### config.mk
export PLATFORM = sky130hd
export DESIGN_NAME = gshare_predictor
export DESIGN_NICKNAME = d
export VERILOG_FILES = /design/src/rtl/core101_pred_pkg.sv /design/src/rtl/pred_imm_gen.sv /design/src/rtl/gshare_predictor.sv
export SDC_FILE = /design/constraint.sdc
export NUM_CORES = 2
export LEC_CHECK = 0
export ABC_AREA = 0
export BUFFER_PORTS_ARGS = -buffer_cell sky130_fd_sc_hd__clkbuf_2
export CAP_MARGIN = 30
export CELL_PAD_IN_SITES_DETAIL_PLACEMENT = 2
export CELL_PAD_IN_SITES_GLOBAL_PLACEMENT = 2
export CORE_UTILIZATION = 44
export CTS_CLUSTER_SIZE = 20
export DETAILED_ROUTE_END_ITERATION = 6
export PLACE_DENSITY = 0.77
export SLEW_MARGIN = 20
export SYNTH_ARGS = -nofsm -noshare
export SYNTH_HDL_FRONTEND = slang
export SYNTH_SLANG_ARGS = --single-unit
### constraint.sdc
create_clock -name pred_clock_in -period 37.2 [get_ports pred_clock_in]
set_clock_uncertainty 0.2 [all_clocks]
set_input_delay 3.72 -clock pred_clock_in [delete_from_list [all_inputs] [get_ports pred_clock_in]]
set_output_delay 3.72 -clock pred_clock_in [all_outputs]
set_load 0.02 [all_outputs]
### src/rtl/core101_pred_pkg.sv
// Shared definitions for the IFU branch predictor: opcodes, 2-bit counter
// encodings, predictor state and the saturating counter update.
package core101_pred_pkg;

    localparam logic [4:0] OPC_BRANCH = 5'b11000;
    localparam logic [4:0] OPC_JAL    = 5'b11011;

    typedef enum logic [1:0] {
        SNT = 2'b00,
        WNT = 2'b01,
        WT  = 2'b10,
        ST  = 2'b11
    } ctr_t;

    typedef enum logic {
        INIT  = 1'b0,
        READY = 1'b1
    } pred_state_t;

    localparam ctr_t CTR_RESET = WNT;

    // Saturating step: never wraps past strongly taken / strongly not-taken.
    function automatic ctr_t ctr_update(input ctr_t c, input logic taken);
        ctr_t r;
        r = c;
        if (taken) begin
            if (c != ST) r = ctr_t'(c + 2'd1);
        end else begin
            if (c != SNT) r = ctr_t'(c - 2'd1);
        end
        return r;
    endfunction

endpackage

### src/rtl/pred_imm_gen.sv
// Combinational control-flow decode: flags branch / jal and builds the
// sign-extended PC-relative immediate for whichever one matched.
module pred_imm_gen
    import core101_pred_pkg::*;
(
    input  logic [31:0] ins,
    output logic        is_branch,
    output logic        is_jal,
    output logic [31:0] imm
);

    always_comb begin
        is_branch = (ins[6:2] == OPC_BRANCH);
        is_jal    = (ins[6:2] == OPC_JAL);
        imm       = 32'd0;
        if (is_branch) begin
            imm = {{20{ins[31]}}, ins[7], ins[30:25], ins[11:8], 1'b0};
        end else if (is_jal) begin
            imm = {{12{ins[31]}}, ins[19:12], ins[20], ins[30:21], 1'b0};
        end
    end

endmodule

### src/rtl/gshare_predictor.sv
// Bimodal / gshare branch predictor: table of 2-bit counters cleared by a
// post-reset sweep, one-cycle registered prediction, separate training port.
module gshare_predictor
    import core101_pred_pkg::*;
#(
    parameter int INDEX_W = 10,
    parameter int HIST_W  = 8,
    parameter int MODE    = 1
) (
    input  logic               pred_clock_in,
    input  logic               pred_reset_in,
    input  logic               pred_req_valid_in,
    input  logic [31:0]        pred_addr_in,
    input  logic [31:0]        pred_ins_in,
    output logic               pred_ready_out,
    output logic               pred_valid_out,
    output logic               pred_taken_out,
    output logic [31:0]        pred_pc_out,
    output logic [INDEX_W-1:0] pred_indx_out,
    input  logic               pred_write_enable_in,
    input  logic               pred_taken_in,
    input  logic [INDEX_W-1:0] pred_indx_in
);

    localparam int ENTRIES = 1 << INDEX_W;

    pred_state_t        state_reg;
    logic [INDEX_W-1:0] sweep_reg;
    logic [HIST_W-1:0]  hist_reg;
    logic [HIST_W-1:0]  hist_next;
    ctr_t               ctr_reg [ENTRIES];

    logic               req_fire;
    logic               upd_fire;
    logic [INDEX_W-1:0] lookup_idx;
    ctr_t               lookup_ctr;
    logic               is_branch;
    logic               is_jal;
    logic [31:0]        imm;
    logic               taken_next;
    logic [31:0]        pc_next;

    assign req_fire = pred_req_valid_in && (state_reg == READY);
    assign upd_fire = pred_write_enable_in && (state_reg == READY);

    generate
        if (MODE == 1) begin : g_gshare
            assign lookup_idx = pred_addr_in[INDEX_W+1:2] ^ INDEX_W'(hist_reg);
        end else begin : g_bimodal
            assign lookup_idx = pred_addr_in[INDEX_W+1:2];
        end

        if (HIST_W == 1) begin : g_hist_one
            assign hist_next = pred_taken_in;
        end else begin : g_hist_many
            assign hist_next = {hist_reg[HIST_W-2:0], pred_taken_in};
        end
    endgenerate

    pred_imm_gen u_imm_gen (
        .ins       (pred_ins_in),
        .is_branch (is_branch),
        .is_jal    (is_jal),
        .imm       (imm)
    );

    // Lookup reads the counter as it stands before this edge's update lands.
    assign lookup_ctr = ctr_reg[lookup_idx];
    assign taken_next = is_jal || (is_branch && lookup_ctr[1]);
    assign pc_next    = pred_addr_in + (taken_next ? imm : 32'd4);

    // Counter table: sweep writes in INIT, read-modify-write training in READY.
    always_ff @(posedge pred_clock_in) begin
        if (state_reg == INIT) begin
            ctr_reg[sweep_reg] <= CTR_RESET;
        end else if (upd_fire) begin
            ctr_reg[pred_indx_in] <= ctr_update(ctr_reg[pred_indx_in], pred_taken_in);
        end
    end

    always_ff @(posedge pred_clock_in or posedge pred_reset_in) begin
        if (pred_reset_in) begin
            state_reg      <= INIT;
            sweep_reg      <= '0;
            hist_reg       <= '0;
            pred_ready_out <= 1'b0;
            pred_valid_out <= 1'b0;
            pred_taken_out <= 1'b0;
            pred_pc_out    <= 32'd0;
            pred_indx_out  <= '0;
        end else begin
            case (state_reg)
                INIT: begin
                    sweep_reg <= sweep_reg + 1'b1;
                    if (sweep_reg == {INDEX_W{1'b1}}) begin
                        state_reg      <= READY;
                        pred_ready_out <= 1'b1;
                    end
                end
                READY: begin
                    pred_ready_out <= 1'b1;
                end
                default: begin
                    state_reg      <= INIT;
                    pred_ready_out <= 1'b0;
                end
            endcase

            if (upd_fire) begin
                hist_reg <= hist_next;
            end

            pred_valid_out <= req_fire;
            if (req_fire) begin
                pred_taken_out <= taken_next;
                pred_pc_out    <= pc_next;
                pred_indx_out  <= lookup_idx;
            end
        end
    end

endmodule

==> results.txt <==
- Result of the run: completed
- The top cell type by area accounts for 64.5% of the synthesized area.
- Vertical extent of the die: 467 um
* Hold Path Sink: pred_pc_out[29]
- Timing analysis after detailed placement gives a worst setup slack of 23.35 ns.
* Wire length of the first global-routing pass: 488000 um
- The worst setup path is of the in -> reg kind.
- Comb power frac: 3.8%
* Endpoint of the worst-slack reg-to-reg timing path: pred_pc_out[31]
* Slew Limit Fails: 0
- Count of final setup violators: 0
* Largest vdd supply drop: 0.0577 mV
- Peak clock frequency supported by timing: 77.0 MHz
* Layout overhead on the synthesized area: 12.2%
- Storage cell area: 63100 um2
- Clock-pin slew was measured on the worst setup and hold paths at 0.06 ns.
- Buffers inserted to repair hold after CTS numbered 0.
* Start of the worst register-to-register path: hist_reg[1]
* GRT Residual Overflow: 0
- DRC violations left: 0
* Clk network pwr share: 44.0%
* Sw Pwr: 1.08 mW
- FF+latch count, synth: 2112
* Std cell rows: 170
- Detailed routing inserted a total of 57500 vias.
- The worst setup path is launched from a primary input.
- The startpoint identified for the worst hold timing path is pred_pc_out[29].
- Number of warnings reported in the yosys synthesis log: 0
- Tightest Hold Check Type: reg -> reg
- Sequential cells account for 52.3% of the total power.
- Measured against its own limit, the worst slew margin works out to 24.4%.
- In the final timing run, aggregate negative setup slack is 0 ns.
* Mean instance size in the synthesized netlist: 17.5 um2
- Mapped Nets: 5560
* Routed wire length: 348000 um
- In this run the remaining antenna-violating nets after routing total 0.
* Nets: 5613
- Crit path time final: 12.99 ns
- After synthesis, the cell types taking the most area are sky130_fd_sc_hd__edfxtp_1, sky130_fd_sc_hd__mux4_2, sky130_fd_sc_hd__nor2_1.
- CTS tree: yes
* Arrival @ worst endpoint: 13.52 ns
* Register-to-register setup slack: 26.65 ns
- Post-route cell area: 107000 um2
- Number of sinks driven by the clock tree: 2112
- Clock insertion delay at the later pin of the skew report: 0.90 ns
* Buffer and inverter count on the worst path: 4
* R2R cell count: 26
* Via/cell ratio: 6.75
* Maximum number of buffers from clock root to sink: 3
* Initial antenna violation count: 25
- The congestion estimate from routability-driven global placement came to 0.830.
- Area used by multi-input combinational logic: 30700 um2
- Share of async-settable or async-resettable flops after synthesis: 3.03%
* Crit path max-delay cell type: sky130_fd_sc_hd__xor2_4
* Worst hold slack: 0.291 ns
- Fillers: 19000
- Area enclosed by the die boundary: 218000 um2
* GRT Util Overall: 31.9%
- Post-DR wirelength/cell: 40.9 um
* Post-synth design cell area: 95300 um2
- Crit-path max cell delay: 0.73 ns
* Cells after Synth: 5449
- Unrepaired setup endpoints after global routing: no
* CTS root buffer: sky130_fd_sc_hd__clkbuf_16
* Distinct cell type count of the synthesized netlist: 58
- The total area inside the core boundary comes to 215000 um2.
- Number of I/O port buffers: 121
- DP Wirelength: 208000 um
* Number of placed cells counting well taps: 8103
- Worst Setup Slack, final: 24.21 ns
- In the synthesized netlist the dominant register cell turns out to be sky130_fd_sc_hd__edfxtp_1.
- Along the worst hold path, the cell count comes to 2.
- Broken down by cell family, the worst path's largest delay share belongs to compound AO/OA/AOI/OAI gates.
* Kind of end point of the critical path: flip-flop
- The internal portion of the total power is 3.83 mW.
* Number of stages on the worst setup path: 27
* Max reg flops: 2048
- First DRT Iteration DRCs: 7629
- Crit path max fanout: 72
- Cell leakage power: 32.4 nW
- Once the floorplan was initialized, standard cells occupied 44.4% of the core.
* Sequential-to-total area share from yosys stat: 66.2%
- Share of layout cells above drive strength 1: 28.2%
- The tool flagged a number of max-cap violations equal to 0.
- Switching portion of total power: 22.0%
- In this run the power density over the cells is 46.0 nW/um2.
- The floorplan step set the die width to 467 um.
- Leading cell types by count after synthesis: sky130_fd_sc_hd__edfxtp_1, sky130_fd_sc_hd__nor2_1, sky130_fd_sc_hd__mux4_2
- Number of gates given a new drive strength after cts: 0
- Final Hold Violating Endpoints: 0
- Entering global routing, the biggest net connects 283 pins.
- The number of clock buffers added by TritonCTS is 215.
* Core Util, Final: 49.7%
* Number of setup buffers added after CTS: 0
- Final Power: 4.91 mW
* Final period util: 34.9%
- Most numerous cell in the Yosys netlist: sky130_fd_sc_hd__edfxtp_1
- Number of flops mapped to enable cells by yosys: 2048
- The pre-antenna-repair detailed-routing pass consisted of 6 iterations.
* Biggest area consumer among synthesized cells: sky130_fd_sc_hd__edfxtp_1
* Number of global-route vias before repair: 61900
* Placed standard-cell area: 99700 um2
* Count of boundary I/O pins: 124
- Data required time at the worst endpoint: 37.73 ns
* Worst slew pin tran: 1.13 ns
- The H-tree was split into 4 levels.
* Non-Filler Instances: 8520
[power by group through the flow]
| stage | combinational [mW] | clock (mW) | sequential, mW |
|---|---|---|---|
| 6_report | 0.185 | 2.16 | 2.57 |
| 5_1_grt | 0.192 | 2.24 | 2.57 |
| 4_1_cts | 0.182 | 2.17 | 2.57 |
| 3_5_place_dp | 0.181 | 0 | 2.62 |
| 3_3_place_gp | 0.177 | 0 | 2.62 |
| 2_1_floorplan | 0.112 | 0 | 2.62 |
[layer usage]
layer,wire [um],vias to the layer above,GRT usage [%]
li1,-,22000,-
met1,123000,31100,39.3
met2,174000,3545,53.7
met3,30400,911,5.60
met4,20400,14,17.6
met5,107,-,0
[layout make-up]
cell class	count	share of cell area (%)
timing repair buffer	293	2.48
clock inverter	103	0.759
multi-input combinational	2866	28.7
inverter	14	0.0503
antenna	7	0.0164
clock buffer	287	5.59
tap	2838	3.32
sequential	2112	59.0
[worst max path at each step]
stage                     slack (ns)             from               to
after floorplan                11.64  pred_indx_in[2]    ctr_reg[0][1]
after global placement         23.34  pred_addr_in[2]  pred_pc_out[28]
after detailed placement       23.35  pred_addr_in[3]  pred_pc_out[28]
after CTS                      24.20  pred_addr_in[3]  pred_pc_out[28]
after global routing           23.87  pred_addr_in[3]  pred_pc_out[28]
final                          24.21  pred_addr_in[3]  pred_pc_out[31]
[tightest hold or removal path, cell delays in order, from the launching register on]
cell	delay [ns]
sky130_fd_sc_hd__dfrtp_1	0.34
sky130_fd_sc_hd__nand2_1	0.05
sky130_fd_sc_hd__o21ai_0	0.06
[cells in the final DEF (no fill, tap or decap), drive strengths merged, types with 15 or more instances in the layout]
| cell | Yosys | final |
|---|---|---|
| mux2 | 15 | 15 |
| clkbuf | 308 | 405 |
| ha | 31 | 31 |
| xor2 | 19 | 19 |
| mux4 | 928 | 928 |
| a21oi | 66 | 66 |
| o21ai | 72 | 72 |
| a22oi | 55 | 55 |
| nand3 | 43 | 43 |
| edfxtp | 2048 | 2048 |
| nand4 | 15 | 15 |
| xnor2 | 30 | 30 |
| o22ai | 17 | 17 |
| nor3 | 37 | 37 |
| inv | 13 | 18 |
| buf | 149 | 174 |
| nand2 | 227 | 227 |
| mux2i | 21 | 21 |
| nor2 | 1101 | 1101 |
| clkinv | 1 | 86 |
| dfrtp | 64 | 64 |
[cell families after synthesis]
logic type | Yosys count | share of synthesized area [%]
fa+ha+maj | 33 | 0.440
flops | 2112 | 66.2
compound gates | 324 | 2.22
buf+inv | 471 | 2.08
xor+xnor | 49 | 0.450
simple gates | 1496 | 6.25
mux | 964 | 22.3
Power figures use the tool's default switching activity.
